### config.mk
export PLATFORM = sky130hd
export DESIGN_NAME = fetch_queue_riscv
export DESIGN_NICKNAME = d
export VERILOG_FILES = /design/src/rtl/fetch_queue_riscv.sv
export SDC_FILE = /design/constraint.sdc
export NUM_CORES = 1
export LEC_CHECK = 0
export ABC_AREA = 1
export BUFFER_PORTS_ARGS = -buffer_cell sky130_fd_sc_hd__buf_2
export CAP_MARGIN = 10
export CELL_PAD_IN_SITES_DETAIL_PLACEMENT = 0
export CELL_PAD_IN_SITES_GLOBAL_PLACEMENT = 2
export CORE_AREA = 2 2 285 287
export CTS_CLUSTER_DIAMETER = 30
export DETAILED_ROUTE_END_ITERATION = 12
export DIE_AREA = 0 0 287 289
export PLACE_DENSITY = 0.72
export SYNTH_ARGS = -nofsm -noshare
export SYNTH_HDL_FRONTEND = slang
export SYNTH_SLANG_ARGS = --single-unit
### constraint.sdc
create_clock -name clk -period 15 [get_ports clk]
set_clock_uncertainty 0.05 [all_clocks]
set_input_delay 3 -clock clk [delete_from_list [all_inputs] [get_ports clk]]
set_output_delay 3 -clock clk [all_outputs]
set_load 0.005 [all_outputs]
### src/rtl/fetch_queue_riscv.sv
// rtl/fetch_queue_riscv.sv - decoupled RISC-V fetch engine with DEPTH-entry instruction queue
// Requests are credit-limited so queue entries plus in-flight fetches never exceed DEPTH.
module fetch_queue_riscv #(
  parameter int unsigned     XLEN     = 64,
  parameter int unsigned     DEPTH    = 4,
  parameter logic [XLEN-1:0] RESET_PC = '0,
  parameter int unsigned     CW       = $clog2(DEPTH + 1)
) (
  input  logic            clk,
  input  logic            rst_n,
  input  logic            redirect_en,
  input  logic [XLEN-1:0] redirect_pc,
  output logic            imem_req_valid,
  input  logic            imem_req_ready,
  output logic [XLEN-1:0] imem_req_addr,
  input  logic            imem_rsp_valid,
  input  logic [31:0]     imem_rsp_instr,
  output logic            dec_valid,
  input  logic            dec_ready,
  output logic [XLEN-1:0] dec_pc,
  output logic [31:0]     dec_instr,
  output logic            misalign_err,
  output logic [CW-1:0]   occupancy
);

  localparam int unsigned     PW       = $clog2(DEPTH);
  localparam logic [PW-1:0]   PTR_ONE  = {{(PW-1){1'b0}}, 1'b1};
  localparam logic [CW-1:0]   CNT_ONE  = {{(CW-1){1'b0}}, 1'b1};
  localparam logic [CW:0]     DEPTH_C  = (CW + 1)'(DEPTH);
  localparam logic [XLEN-1:0] PC_STEP  = {{(XLEN-3){1'b0}}, 3'b100};

  logic [XLEN-1:0] fetch_pc_q, fetch_pc_d;
  logic [XLEN-1:0] rsp_pc_q, rsp_pc_d;
  logic [PW-1:0]   head_q, head_d, tail_q, tail_d;
  logic [CW-1:0]   count_q, count_d;
  logic [CW-1:0]   outst_q, outst_d;
  logic [CW-1:0]   drop_q, drop_d;
  logic            misalign_q, misalign_d;

  logic [XLEN-1:0] pc_mem_q    [DEPTH];
  logic [31:0]     instr_mem_q [DEPTH];

  logic [CW:0]     credit_used;
  logic            req_fire, rsp_drop, push, pop;
  logic [CW-1:0]   req_inc, rsp_dec;
  logic [XLEN-1:0] redirect_base;

  assign credit_used    = {1'b0, count_q} + {1'b0, outst_q};
  assign imem_req_valid = rst_n && !redirect_en && (credit_used < DEPTH_C);
  assign imem_req_addr  = fetch_pc_q;

  assign dec_valid    = (count_q != '0);
  assign dec_pc       = pc_mem_q[head_q];
  assign dec_instr    = instr_mem_q[head_q];
  assign misalign_err = misalign_q;
  assign occupancy    = count_q;

  assign req_fire      = imem_req_valid && imem_req_ready;
  assign rsp_drop      = (drop_q != '0);
  assign push          = imem_rsp_valid && !rsp_drop && !redirect_en;
  assign pop           = dec_valid && dec_ready;
  assign req_inc       = {{(CW-1){1'b0}}, req_fire};
  assign rsp_dec       = {{(CW-1){1'b0}}, imem_rsp_valid};
  assign redirect_base = {redirect_pc[XLEN-1:2], 2'b00};

  always_comb begin
    fetch_pc_d = fetch_pc_q;
    rsp_pc_d   = rsp_pc_q;
    head_d     = head_q;
    tail_d     = tail_q;
    count_d    = count_q;
    outst_d    = outst_q;
    drop_d     = drop_q;
    misalign_d = redirect_en && (redirect_pc[1:0] != 2'b00);

    if (redirect_en) begin
      // Every request still in flight, minus one answered right now, returns stale data.
      fetch_pc_d = redirect_base;
      rsp_pc_d   = redirect_base;
      head_d     = '0;
      tail_d     = '0;
      count_d    = '0;
      outst_d    = outst_q - rsp_dec;
      drop_d     = outst_q - rsp_dec;
    end else begin
      outst_d = outst_q + req_inc - rsp_dec;
      if (req_fire) fetch_pc_d = fetch_pc_q + PC_STEP;
      if (imem_rsp_valid && rsp_drop) drop_d = drop_q - CNT_ONE;
      if (push) begin
        tail_d   = tail_q + PTR_ONE;
        rsp_pc_d = rsp_pc_q + PC_STEP;
      end
      if (pop) head_d = head_q + PTR_ONE;
      case ({push, pop})
        2'b10:   count_d = count_q + CNT_ONE;
        2'b01:   count_d = count_q - CNT_ONE;
        default: count_d = count_q;
      endcase
    end
  end

  always_ff @(posedge clk) begin
    if (!rst_n) begin
      fetch_pc_q <= RESET_PC;
      rsp_pc_q   <= RESET_PC;
      head_q     <= '0;
      tail_q     <= '0;
      count_q    <= '0;
      outst_q    <= '0;
      drop_q     <= '0;
      misalign_q <= 1'b0;
    end else begin
      fetch_pc_q <= fetch_pc_d;
      rsp_pc_q   <= rsp_pc_d;
      head_q     <= head_d;
      tail_q     <= tail_d;
      count_q    <= count_d;
      outst_q    <= outst_d;
      drop_q     <= drop_d;
      misalign_q <= misalign_d;
    end
  end

  always_ff @(posedge clk) begin
    if (rst_n && push) begin
      pc_mem_q[tail_q]    <= rsp_pc_q;
      instr_mem_q[tail_q] <= imem_rsp_instr;
    end
  end

endmodule

# Word-level counts from Yosys, hierarchy flattened
# Memory sizes are Yosys's and may differ from the RTL's. A register that Yosys moved wholly into a read port is not among the register bits.
# Index checks and enable logic that the tools add are counted.
[word_totals]
n_memories = 2
register_bits = 142
inputBits = 102
wordCells = 60
mem_bits_ro = 0
mem_bits_rw = 384
latchBits = 0
[op_classes]
reduce_logical = 19
div = 0
add_sub_neg = 11
n_shift = 0
n_mul = 0
eq_ne = 2
n_mux = 14
magnitude_cmp = 1
n_bitwise = 1
[mem_list]
columns = ["memory", "words", "word_bits", "read_ports", "rd_clocked_by_memory_dff", "write_ports", "line_no", "rtl"]
rows = [
  ["pc_mem_q", 4, 64, 1, 1, 1, "40", "logic [XLEN-1:0] pc_mem_q [DEPTH];"],
  ["instr_mem_q", 4, 32, 1, 1, 1, "41", "logic [31:0] instr_mem_q [DEPTH];"],
]
[ops]
columns = ["operator", "count"]
rows = [
  ["64-bit 2-to-1 mux", 4],
  ["64-bit by 3-bit adder with 64-bit output (second input constant)", 2],
  ["2-bit nonzero test", 5],
  ["1-bit logical AND", 9],
  ["3-bit 2-to-1 mux", 3],
  ["2-bit 2-to-1 mux", 4],
  ["3-bit one-hot mux with 2 select lines", 1],
  ["3-bit nonzero test", 2],
  ["3-bit by 1-bit subtractor with 3-bit output", 2],
  ["3-bit by 1-bit subtractor with 3-bit output (second input constant)", 2],
  ["2-bit by 1-bit adder with 2-bit output (second input constant)", 2],
  ["3-bit by 3-bit adder with 4-bit output", 1],
  ["4-bit by 3-bit < comparator with 1-bit output (second input constant)", 1],
  ["3-bit by 1-bit adder with 3-bit output", 1],
  ["3-bit by 1-bit adder with 3-bit output (second input constant)", 1],
  ["2-bit by 1-bit == test with 1-bit output (second input constant)", 1],
  ["2-bit == test (second input constant)", 1],
  ["1-bit zero test", 2],
  ["1-bit 2-to-1 mux", 2],
  ["2-bit OR reduction", 1],
  ["1-bit NOT", 1],
]

# Logic depth before layout (Yosys ltp)
[logic_depth]
word_depth = 7
mapped_depth = 13
ltp_nobuf = 12

# Worst setup path before layout
# No wires, ideal clock.
[synth_timing]
path_kind = "input to register"
startpoint = "in rst_n"
endpoint = "mem instr_mem_q[0][0], enable pin"
arrival_time_ns = 7.706
slack_ns = 6.696
setup_ns = 0.548
cell_stages = 5
t_required_ns = 14.402
cell_sequence = "buf_4 > nand2_2 > nor2_2 > clkinv_1 > nor2_1"
[synth_between]
elab_chain_len = 3
[synth_rtl]
columns = ["item", "line_no", "rtl"]
rows = [
  ["start, declared", "10", "input logic rst_n,"],
  ["1-bit logical AND", "125", "if (rst_n && push) begin"],
  ["1-bit 2-to-1 mux", "125", ""],
  ["1-bit 2-to-1 mux (not written as such)", "127", "instr_mem_q[tail_q] <= imem_rsp_instr;"],
  ["end, declared", "41", ""],
]
# No other way between the ends.

# Worst setup path in the final report
[layout_timing]
startpoint = "in redirect_en"
endpoint = "out imem_req_valid"
[layout_between]
elab_chain_len = 3
[layout_rtl]
columns = ["item", "line_no", "rtl"]
rows = [
  ["start, declared", "11", "input logic redirect_en,"],
  ["1-bit zero test", "49", "assign imem_req_valid = rst_n && !redirect_en && (credit_used < DEPTH_C);"],
  ["1-bit logical AND (2 in a row)", "49", ""],
  ["end, declared", "13", "output logic imem_req_valid,"],
]
# No other way between the ends.

==> impl_metrics.prom <==
# TYPE chip_impl_metric gauge
chip_impl_metric{name="post-route-min-period",unit="ns"} 7.48
chip_impl_metric{name="synth.mux.area_fraction",unit="%"} 0
chip_impl_metric{name="fill_cells",unit=""} 7994
chip_impl_metric{name="tritoncts.num_buffers",unit=""} 132
chip_impl_metric{name="finalWirelength",unit="mm"} 82.3
chip_impl_metric{name="route.detailed.drc",unit=""} 0
chip_impl_metric{name="netlist_area",unit="µm²"} 23800
chip_impl_metric{name="vias",unit=""} 19900
chip_impl_metric{name="dr.pass1.iters",unit=""} 5
chip_impl_info{name="timing.critical_path.mode_cell",value="sky130_fd_sc_hd__buf_2"} 1
chip_impl_metric{name="max-clock-path-buffers",unit=""} 3
chip_impl_metric{name="timing.final.setup_violations",unit=""} 0
chip_impl_info{name="setup.worst_path.start_class",value="input port"} 1
chip_impl_metric{name="synth_simple_gate_area_share",unit="%"} 20.8
chip_impl_metric{name="synth_compound_area_share",unit="%"} 12.1
chip_impl_metric{name="cts_hold_buffers",unit=""} 0
chip_impl_metric{name="design.die.area",unit="µm²"} 82900
chip_impl_metric{name="sequential_share_of_the_synthesized_area",unit="%"} 59.2
chip_impl_info{name="tritoncts_clock_tree",value="done"} 1
chip_impl_metric{name="critical_path.max_fanout",unit=""} 66
chip_impl_metric{name="worstPathArrival",unit="ns"} 4.43
chip_impl_metric{name="drtAntennaViolNets",unit=""} 0
chip_impl_info{name="mostFrequentLayoutCell",value="sky130_fd_sc_hd__nand2_1"} 1
chip_impl_metric{name="design_power_total",unit="µW"} 4660
chip_impl_info{name="holdCritPathClass",value="flop to flop"} 1
chip_impl_metric{name="post-cts-setup-buffer-count",unit=""} 0
chip_impl_info{name="combinational_family_with_the_most_area_after_synthesis",value="simple AND/OR/NAND/NOR gates"} 1
chip_impl_metric{name="post-place-ws",unit="ns"} 7.49
chip_impl_metric{name="fin_tns_setup",unit="ns"} 0
chip_impl_metric{name="synth.yosys.warnings",unit=""} 0
chip_impl_metric{name="antenna_found_initial",unit=""} 2
chip_impl_metric{name="grt_pass1_vias",unit=""} 19600
chip_impl_metric{name="fin_crit_sh",unit="%"} 49.9
chip_impl_metric{name="insertion_delay",unit="ns"} 0.70
chip_impl_metric{name="vdd_ir_drop_max",unit="mV"} 0.0897
chip_impl_metric{name="clock-sinks",unit=""} 516
chip_impl_info{name="timing_worst_setup_path_type",value="input port to output port"} 1
chip_impl_metric{name="fmax",unit="GHz"} 0.134
chip_impl_metric{name="worst_slew_margin_rel",unit="%"} 25.7
chip_impl_metric{name="dp_hpwl",unit="mm"} 56.6
chip_impl_info{name="cp_cell_sequence",value="buf_2 > buf_4 > inv_2 > nand2_2 > nor3_4 > buf_2"} 1
chip_impl_metric{name="overflow",unit=""} 0
chip_impl_metric{name="fp.dieH",unit="µm"} 289
chip_impl_metric{name="grt_first_pass_wirelength",unit="mm"} 121
chip_impl_info{name="ys.flop_type",value="sky130_fd_sc_hd__edfxtp_1"} 1
chip_impl_metric{name="static-leakage-power",unit="µW"} 0.0114
chip_impl_metric{name="initial_core_util",unit="%"} 29.8
chip_impl_info{name="outcome",value="completed"} 1
chip_impl_metric{name="multi_input_comb_area",unit="µm²"} 8500
chip_impl_metric{name="wl_per_cell",unit="µm"} 20.0
chip_impl_metric{name="setup_slack",unit="ns"} 7.52
chip_impl_metric{name="gp_congestion",unit=""} 0.842
chip_impl_info{name="unrepaired_setup_endpoints_after_global_routing",value="no"} 1
chip_impl_metric{name="max_slew.worst_pin.slew",unit="ns"} 1.11
chip_impl_metric{name="synthAdderAreaFrac",unit="%"} 0.957
chip_impl_metric{name="cap_viol_max_count",unit=""} 0
chip_impl_metric{name="power.density_cell_area",unit="nW/µm²"} 152
chip_impl_metric{name="hold_viol",unit=""} 0
chip_impl_metric{name="port_buffers",unit=""} 263
chip_impl_metric{name="worst_path_largest_cell_delay",unit="ns"} 0.55
chip_impl_metric{name="placeable_core_region",unit="µm²"} 79900
chip_impl_metric{name="timing_max_transition_violations_final",unit=""} 0
chip_impl_info{name="final_cell_mix",value="574 x sky130_fd_sc_hd__nand2_1, 433 x sky130_fd_sc_hd__nor2_1, 376 x sky130_fd_sc_hd__edfxtp_1"} 1
chip_impl_info{name="cp-end-kind",value="output port"} 1
chip_impl_metric{name="postSynth.asyncResetShare",unit="%"} 0
chip_impl_metric{name="fp.dieW",unit="µm"} 287
chip_impl_metric{name="synth_seq_cells",unit=""} 516
chip_impl_metric{name="ioPinCount",unit=""} 268
chip_impl_metric{name="drt_iter0_markers",unit=""} 1321
chip_impl_metric{name="htree_num_levels",unit=""} 4
chip_impl_metric{name="synth.lib_cells_used.distinct",unit=""} 44
chip_impl_metric{name="regArea",unit="µm²"} 14100
chip_impl_metric{name="netlist_instances",unit=""} 2634
chip_impl_info{name="cp_slowest_cell",value="sky130_fd_sc_hd__buf_4"} 1
chip_impl_metric{name="drive_gt1_share",unit="%"} 18.1
chip_impl_metric{name="grt_max_degree",unit=""} 112
chip_impl_info{name="clk_root_buffer_cell",value="sky130_fd_sc_hd__clkbuf_16"} 1
chip_impl_metric{name="row_count",unit=""} 104
chip_impl_metric{name="clk_pin_slew",unit="ns"} 0.05
chip_impl_metric{name="synth-edff-count",unit=""} 376
chip_impl_metric{name="area_growth",unit="%"} 29.2
chip_impl_metric{name="global_route.usage.total",unit="%"} 19.7
chip_impl_metric{name="cts-resized-gates",unit=""} 0
chip_impl_metric{name="nNetsFinal",unit=""} 3062
chip_impl_metric{name="postSynthAreaPerCell",unit="µm²"} 9.03
chip_impl_metric{name="viasPerCell",unit=""} 4.83
chip_impl_metric{name="ff2ff_setup_slack",unit="ns"} 10.77
chip_impl_metric{name="synth-xor-area-share",unit="%"} 1.62
chip_impl_metric{name="cp_data_required_time",unit="ns"} 11.95
==> state kept, by name, summed over array words and instances, names as in the netlist, named ones only <==
name	cells
instr_mem_q	128
occupancy	3
rsp_pc_q	62
pc_mem_q	248
head_q	2
drop_q	3
outst_q	3
tail_q	2
imem_req_addr	62
misalign_err	1
==> worst max-delay path, delay by kind of cell <==
kind                   cells  cell delay, ns
buffers and inverters      4            1.05
and+or+nand+nor            2            0.33
==> final cells by class <==
| type | count | area share, % |
|---|---|---|
| Antenna cell | 2 | 0.0163 |
| Inverter | 210 | 2.58 |
| Tap cell | 1060 | 4.32 |
| Multi-Input combinational cell | 1804 | 27.7 |
| Timing Repair Buffer | 279 | 4.67 |
| Sequential cell | 516 | 45.9 |
| Clock inverter | 77 | 3.36 |
| Clock buffer | 167 | 11.5 |
==> synthesized netlist by cell type (2+ instances only) <==
cell type / instances / share of area (%)
sky130_fd_sc_hd__clkbuf_1: 74 / 1.2
sky130_fd_sc_hd__nand3_2: 3 / 0.13
sky130_fd_sc_hd__o22ai_1: 96 / 2.5
sky130_fd_sc_hd__ha_1: 15 / 0.79
sky130_fd_sc_hd__buf_4: 6 / 0.19
sky130_fd_sc_hd__dfxtp_1: 140 / 12
sky130_fd_sc_hd__o21ai_0: 304 / 6.4
sky130_fd_sc_hd__nand4_1: 31 / 0.81
sky130_fd_sc_hd__nor3_1: 9 / 0.19
sky130_fd_sc_hd__nor2_1: 437 / 6.9
sky130_fd_sc_hd__or2_2: 3 / 0.079
sky130_fd_sc_hd__fa_1: 2 / 0.17
sky130_fd_sc_hd__inv_2: 5 / 0.079
sky130_fd_sc_hd__nor2_4: 11 / 0.52
sky130_fd_sc_hd__o211ai_1: 5 / 0.16
sky130_fd_sc_hd__edfxtp_1: 376 / 47
sky130_fd_sc_hd__xnor2_1: 20 / 0.74
sky130_fd_sc_hd__nand3_1: 96 / 2.0
sky130_fd_sc_hd__nor2_2: 15 / 0.39
sky130_fd_sc_hd__inv_1: 200 / 3.2
sky130_fd_sc_hd__nand3b_1: 2 / 0.063
sky130_fd_sc_hd__o21ai_1: 9 / 0.19
sky130_fd_sc_hd__xor2_1: 24 / 0.88
sky130_fd_sc_hd__nand2_1: 575 / 9.1
sky130_fd_sc_hd__o21bai_1: 8 / 0.25
sky130_fd_sc_hd__o21a_1: 3 / 0.095
sky130_fd_sc_hd__buf_2: 26 / 0.55
sky130_fd_sc_hd__clkinv_1: 5 / 0.079
sky130_fd_sc_hd__a21oi_1: 93 / 2.0
sky130_fd_sc_hd__nand2_2: 11 / 0.29
sky130_fd_sc_hd__a31oi_1: 17 / 0.45
==> path summary, 6_finish.rpt <==
kind | startpoint | to | cells after the start
worst max-delay path | redirect_en | imem_req_valid | 6
worst min-delay path | head_q[1] | flop | 2
worst max register to register | drop_q[0] | instr_mem_q[2][11] | 8
worst min register to register | head_q[1] | flop | 2
==> report_power, final <==
part,total [µW],internal [µW],switching (µW)
registers,1630,1570,57.0
logic,201,67.5,133
clock network,2830,1910,926
total,4660,3550,1120
==> through the flow <==
step	hold WS, ns	instances	cell area, µm²	utilization (%)
2_1_floorplan	0.386	2637	23800	-
3_3_place_gp	0.404	3869	26200	32.7
3_5_place_dp	0.405	3869	26200	32.7
4_1_cts	0.412	4113	30700	38.5
5_1_grt	0.434	4114	30700	38.5
6_report	0.410	4115	30700	38.5
==> per-layer routing <==
metal	vias up	share of wire (%)	GRT usage, %
met2	635	47	32.1
met1	9471	44	25.3
met4	0	3.4	8.55
met3	143	5.5	4.03
met5	-	0	0
li1	9626	-	-
==> cells by family (layout without fill, tap and decap cells) <==
kind of cell | Yosys count | count (layout)
AO/OA/AOI/OAI | 538 | 538
adder cells (fa/ha/maj) | 17 | 17
other | 1 | 6
AND/OR/NAND/NOR | 1201 | 1201
buffers and inverters | 317 | 733
flip-flops | 516 | 516
XOR/XNOR | 44 | 44
Note: power is estimated with default switching activity, not from simulation.
